==> src/rtl/network_pkg.sv <==
// network_pkg: shared packet geometry, drop cause codes, rx FSM encoding and checksum helper.
package network_pkg;
  localparam int PAYLOAD_LEN = 4;
  localparam int TCPH_LEN = 20;
  localparam int IPH_LEN = 20;
  localparam int PROTOCOL = 6;
  localparam int PKT_BYTES = PAYLOAD_LEN + IPH_LEN + TCPH_LEN;
  localparam logic [2:0] DROP_NONE = 3'd0;
  localparam logic [2:0] DROP_SHORT = 3'd1;
  localparam logic [2:0] DROP_LONG = 3'd2;
  localparam logic [2:0] DROP_HDR = 3'd3;
  localparam logic [2:0] DROP_LEN = 3'd4;
  localparam logic [2:0] DROP_PROTO = 3'd5;
  localparam logic [2:0] DROP_CSUM = 3'd6;
  typedef enum logic [2:0] {IDLE, RECV, DRAIN, CHECK, HOLD} state_t;
  function automatic logic [15:0] csum_add(input logic [15:0] a, input logic [15:0] b);
    logic [16:0] s;
    s = {1'b0, a} + {1'b0, b};
    return s[15:0] + {15'd0, s[16]};
  endfunction
endpackage

==> src/rtl/ip_csum_acc.sv <==
// ip_csum_acc: pairs header bytes into big-endian words and keeps a folded one's-complement sum.
module ip_csum_acc
  import network_pkg::*;
(
  input  logic        clk,
  input  logic        rst_n,
  input  logic        clr,
  input  logic        en,
  input  logic        odd,
  input  logic [7:0]  byte_in,
  output logic [15:0] sum
);
  logic [7:0] hi;
  always_ff @(posedge clk or negedge rst_n) begin
    if (!rst_n) begin
      hi <= '0;
      sum <= '0;
    end else begin
      if (en && !odd) hi <= byte_in;
      sum <= clr ? '0 : (en && odd) ? csum_add(sum, {hi, byte_in}) : sum;
    end
  end
endmodule

==> src/rtl/ip_rx_packer.sv <==
// ip_rx_packer: packs a MAC byte stream into one IPv4+TCP+payload word, validates and drops bad frames.
// Optional header checksum enforcement under IPRX_CSUM_CHECK_EN.
module ip_rx_packer #(
  parameter int PAYLOAD_LEN = network_pkg::PAYLOAD_LEN,
  parameter int TCPH_LEN = network_pkg::TCPH_LEN,
  parameter int IPH_LEN = network_pkg::IPH_LEN,
  parameter int PROTOCOL = network_pkg::PROTOCOL,
  localparam int PKT_BYTES = PAYLOAD_LEN + IPH_LEN + TCPH_LEN
) (
  input  logic                   clk,
  input  logic                   rst_n,
  input  logic [7:0]             s_byte,
  input  logic                   s_valid,
  input  logic                   s_last,
  output logic                   s_ready,
  output logic [PKT_BYTES*8-1:0] pkt_data,
  output logic                   pkt_valid,
  input  logic                   pkt_ready,
  output logic                   drop_pulse,
  output logic [2:0]             drop_cause,
  output logic [15:0]            drop_cnt
);
  import network_pkg::*;
  localparam int IW = $clog2(PKT_BYTES);
  state_t state, state_nxt;
  logic [IW-1:0] idx;
  logic take, store, last_idx, csum_ok, hdr_ok, len_ok, proto_ok;
  logic [2:0] cause, chk_cause;
  assign take = s_valid && s_ready;
  assign store = take && (state == IDLE || state == RECV);
  assign last_idx = idx == IW'(PKT_BYTES - 1);
  assign hdr_ok = pkt_data[PKT_BYTES*8-1 -: 8] == {4'h4, 4'(IPH_LEN / 4)};
  assign len_ok = pkt_data[PKT_BYTES*8-17 -: 16] == 16'(PKT_BYTES);
  assign proto_ok = pkt_data[(PKT_BYTES-9)*8-1 -: 8] == 8'(PROTOCOL);
  assign chk_cause = !hdr_ok ? DROP_HDR : !len_ok ? DROP_LEN : !proto_ok ? DROP_PROTO :
                     !csum_ok ? DROP_CSUM : DROP_NONE;
`ifdef IPRX_CSUM_CHECK_EN
  logic [15:0] csum;
  ip_csum_acc u_csum (
    .clk     (clk),
    .rst_n   (rst_n),
    .clr     (state == IDLE),
    .en      (store && idx < IW'(IPH_LEN)),
    .odd     (idx[0]),
    .byte_in (s_byte),
    .sum     (csum)
  );
  assign csum_ok = csum == 16'hFFFF;
`else
  assign csum_ok = 1'b1;
`endif
  always_comb begin
    state_nxt = state;
    cause = DROP_NONE;
    case (state)
      IDLE: if (take && s_last) cause = DROP_SHORT;
            else if (take) state_nxt = RECV;
      RECV: if (take && last_idx) state_nxt = s_last ? CHECK : DRAIN;
            else if (take && s_last) begin
              state_nxt = IDLE;
              cause = DROP_SHORT;
            end
      DRAIN: if (take && s_last) begin
               state_nxt = IDLE;
               cause = DROP_LONG;
             end
      CHECK: begin
        cause = chk_cause;
        state_nxt = chk_cause == DROP_NONE ? HOLD : IDLE;
      end
      HOLD: if (pkt_valid && pkt_ready) state_nxt = IDLE;
      default: state_nxt = IDLE;
    endcase
  end
  // pkt_valid trails HOLD entry by one cycle and drops on the handshake
  always_ff @(posedge clk or negedge rst_n) begin
    if (!rst_n) begin
      state <= IDLE;
      idx <= '0;
      s_ready <= 1'b0;
      pkt_data <= '0;
      pkt_valid <= 1'b0;
      drop_pulse <= 1'b0;
      drop_cause <= '0;
      drop_cnt <= '0;
    end else begin
      state <= state_nxt;
      idx <= (state_nxt == RECV) ? (take ? idx + 1'b1 : idx) : '0;
      s_ready <= state_nxt == IDLE || state_nxt == RECV || state_nxt == DRAIN;
      if (store) pkt_data[(PKT_BYTES-int'(idx))*8-1 -: 8] <= s_byte;
      pkt_valid <= pkt_valid ? !pkt_ready : state == HOLD;
      drop_pulse <= cause != DROP_NONE;
      drop_cause <= cause;
      if (cause != DROP_NONE && drop_cnt != 16'hFFFF) drop_cnt <= drop_cnt + 1'b1;
    end
  end
endmodule

==> config.mk <==
export PLATFORM = sky130hd
export DESIGN_NAME = ip_rx_packer
export DESIGN_NICKNAME = d
export VERILOG_FILES = /design/src/rtl/network_pkg.sv /design/src/rtl/ip_csum_acc.sv /design/src/rtl/ip_rx_packer.sv
export SDC_FILE = /design/constraint.sdc
export NUM_CORES = 1
export LEC_CHECK = 0
export CORE_MARGIN = 8
export CORE_UTILIZATION = 40
export DETAILED_ROUTE_END_ITERATION = 8
export GPL_TIMING_DRIVEN = 1
export PLACE_DENSITY_LB_ADDON = 0.15
export SYNTH_ARGS = -nofsm -noshare
export SYNTH_HDL_FRONTEND = slang
export SYNTH_SLANG_ARGS = --single-unit
==> constraint.sdc <==
create_clock -name clk -period 6 [get_ports clk]
set_input_delay 0.9 -clock clk [delete_from_list [all_inputs] [get_ports clk]]
set_output_delay 0.9 -clock clk [all_outputs]
set_load 0.1 [all_outputs]
==> metrics.yaml, run 1 <==
port_buffers: 386
clock_latency_ns: 0.56
clock_sinks: 383
power_density_nw_per_um2: 383.6
totalWireLength_um: 58330
cp_max_fo: 16
synth-async-reset-ratio_pct: 100.0
finalNetCount: 1794
yosysTopAreaCell: "dfrtp_1"
ctsLongestPathBuffers: 3
core_um2: 41850
synth_top_family_by_area: "compound AO/OA/AOI/OAI gates"
synthTopCellsByArea: "dfrtp_1 57%, mux2_2 12%, o31ai_1 8.2%"
ir_worst_vdd_v: 0.0003232
status: "completed"
cts_resized: 0
wl_per_cell_um: 24.92
avgSynthCellArea_um2: 11.69
numCtsBuffers: 44
grt_pass1_wl_um: 88370
p_leak_nw: 9.987
setup_slack_ns: 0.8970
yosysTopAreaCellShare_pct: 56.68
setup_tns_ns: 0
max_slew_margin_pct: 24.10
drtPass1Iterations: 5
worst_pin_slew_ns: 1.135
clk_pin_slew_worst_paths_ns: 0.06
max_freq_mhz: 196.0
rsz0062_at_grt: "no"
io_pins: 387
synth-simple-area-share_pct: 11.15
antenna_found_initial: 2
cts_htree_levels: 2
grt_overflow: 0
dr_total_vias: 13349
yosysWarnings: 0
drc: 0
fin_util_pct: 53.96
die_w_um: 221.6
die_area_um2: 49110
grt_usage_pct: 23.06
first_iter_violations: 1329
grt_max_degree: 125
final-setup-viol-count: 0
synth-edff-count: 0
ys_ff_latch: 383
post_cts_buffers: 0
hold_path.class: "primary input to async pin"
synth.most_common_cell: "dfrtp_1"
end_kind: "flop"
maxCapViolCount: 0
finalCritPeriodShare_pct: 85.05
num_antenna_cells: 0
arrival_ns: 5.57
synthFlopType: "dfrtp_1"
synth_mux_area_share_pct: 12.37
synth_area_um2: 16910
cts_tree: "done"
syn_nets: 1471
ys_top_cells_by_count: "383 x dfrtp_1, 184 x o31ai_1, 174 x mux2_2"
ant_nets: 0
synth_seq_area_share_pct: 56.68
root_buffer: "clkbuf_16"
required_ns: 6.47
cp-start-kind: "flop"
synth-xor-area-share_pct: 1.487
yosysUniqueCellTypes: 62
hold_violations: 0
grt_pass1_vias: 13542
hold_ws_ns: 0.3691
start_util_pct: 40.40
fin_skew_ns: 0.01381
num-fill-cells: 3663
synthCells: 1447
holdBufCountCts: 0
slew_violations: 0
drive_gt1_share_pct: 16.93
synthAdderAreaFrac_pct: 0.8139
synth_compound_area_share_pct: 13.76
pre_cts_ws_ns: 0.9634
period_needed_ns: 5.103
detail_route.vias_per_cell: 5.702
detailed_place_hpwl_um: 40860
gp_congestion: 0.8438
fp-row-count: 75
die_h_um: 221.6
worstSetupPathType: "flop to flop"
area_growth_syn_to_layout_pct: 33.55
## metal layers
layer	vias to the layer above	routed length, um	track usage (%)	share of wire (%)
li1	5934	-	-	-
met1	6791	24780	29.93	42
met2	532	26960	36.17	46
met3	88	5028	7.697	8.6
met4	4	1529	7.248	2.6
met5	-	31	0	0.053
## placed cells by master (no fill, tap or decap), types with 3 or more instances in the layout
cell type,netlist,final
xnor2_1,7,7
nor3_4,14,14
nor2b_1,12,11
ha_1,11,11
and3_1,8,8
buf_4,2,21
nand3_1,34,34
nand4_1,5,5
nand2b_1,12,11
nor4bb_1,3,3
buf_12,0,4
mux2_2,174,174
dfrtp_1,383,383
and2_1,3,3
a21oi_1,4,4
o31ai_1,184,184
inv_1,18,18
clkinv_2,0,6
clkbuf_1,91,12
nor2_2,2,3
o21ai_0,158,158
nor4_1,21,21
xor2_1,13,13
or4b_1,3,3
nor2_1,66,65
o21ai_1,3,3
nand2_1,57,57
clkbuf_8,0,9
clkdlybuf4s50_1,0,385
clkbuf_16,0,45
mux2i_1,11,11
or3_1,30,30
or2_2,3,3
nor3_1,35,35
nand2_2,3,3
## metrics by stage
| step | power [mW] | instance area [um^2] | instances |
|---|---|---|---|
| 2_1_floorplan | 5.176 | 16910 | 1447 |
| 3_3_place_gp | 6.032 | 21160 | 2263 |
| 3_5_place_dp | 6.061 | 21160 | 2263 |
| 4_1_cts | 8.732 | 22580 | 2341 |
| 5_1_grt | 8.993 | 22580 | 2341 |
| 6_report | 8.663 | 22580 | 2341 |
## layout make-up
cell class	count	area, um^2	share of cell area, %
flip-flops and latches	383	9584	42.44
multi-input cells	912	6729	29.80
repair buffers	411	4106	18.18
clock buffers	66	1295	5.734
well taps	539	674.4	2.986
clock inverters	12	126.4	0.5596
inverters	18	67.56	0.2992
## report_power, final
group | total [mW] | switching, mW | internal, mW
Sequential | 2.97 | 0.186 | 2.79
Clock | 2.65 | 1.07 | 1.58
Combinational | 3.04 | 2.46 | 0.589
Total | 8.66 | 3.71 | 4.95
## final timing paths
kind | start | end | slack, ns | cells past startpoint
worst max-delay path | idx[0]$_DFFE_PN0P_ | pkt_data[267]$_DFFE_PN0P_ | 0.90 | 12
worst min-delay path | rst_n | drop_cnt[14]$_DFFE_PN0P_ | 0.37 | 1
worst max register to register | idx[0]$_DFFE_PN0P_ | pkt_data[267]$_DFFE_PN0P_ | 0.90 | 12
worst min register to register | drop_cnt[4]$_DFFE_PN0P_ | drop_cnt[4]$_DFFE_PN0P_ | 0.49 | 1
max in group asynchronous | rst_n | pkt_data[214]$_DFFE_PN0P_ | 4.34 | 2
min in group clk | drop_cnt[4]$_DFFE_PN0P_ | drop_cnt[4]$_DFFE_PN0P_ | 0.49 | 1
## state kept, by name (all words and copies together) (netlist names)
name / count
state: 3
drop_cause: 3
pkt_valid: 1
idx: 6
drop_pulse: 1
drop_cnt: 16
s_ready: 1
pkt_data: 352
## worst max-delay path, cell delays in order, from the launching register on
cell,delay [ns]
dfrtp_1,0.56
inv_1,0.19
ha_1,0.31
and3b_1,0.21
o21ai_0,0.74
ha_1,0.36
or4b_1,0.54
nor3_1,0.23
and3_1,0.36
nand2_1,0.50
buf_4,0.37
or3_1,0.43
o21ai_0,0.20
## logic make-up after synthesis
kind of cell    Yosys count
compound gates          362
xor+xnor                 24
fa+ha+maj                11
buf+inv                 152
flops                   383
mux                     187
simple gates            328
Power figures use the tool's default switching activity.
==> run 2: changes to the inputs <==
--- a/config.mk
+++ b/config.mk
@@ -8,7 +8,6 @@
 export CORE_MARGIN = 8
 export CORE_UTILIZATION = 40
 export DETAILED_ROUTE_END_ITERATION = 8
-export GPL_TIMING_DRIVEN = 1
 export PLACE_DENSITY_LB_ADDON = 0.15
 export SYNTH_ARGS = -nofsm -noshare
 export SYNTH_HDL_FRONTEND = slang
==> results of run 2 <==
Final layout, timing and power as in run 1 (identical DEF).
==> run 3: changes to the inputs <==
--- a/config.mk
+++ b/config.mk
@@ -11,4 +11,5 @@
 export PLACE_DENSITY_LB_ADDON = 0.15
 export SYNTH_ARGS = -nofsm -noshare
 export SYNTH_HDL_FRONTEND = slang
+export SYNTH_HIERARCHICAL = 1
 export SYNTH_SLANG_ARGS = --single-unit
==> results of run 3 <==
Final layout, timing and power as in run 1 (identical DEF).
Main changes from that run: Yosys warning count 0 -> 6
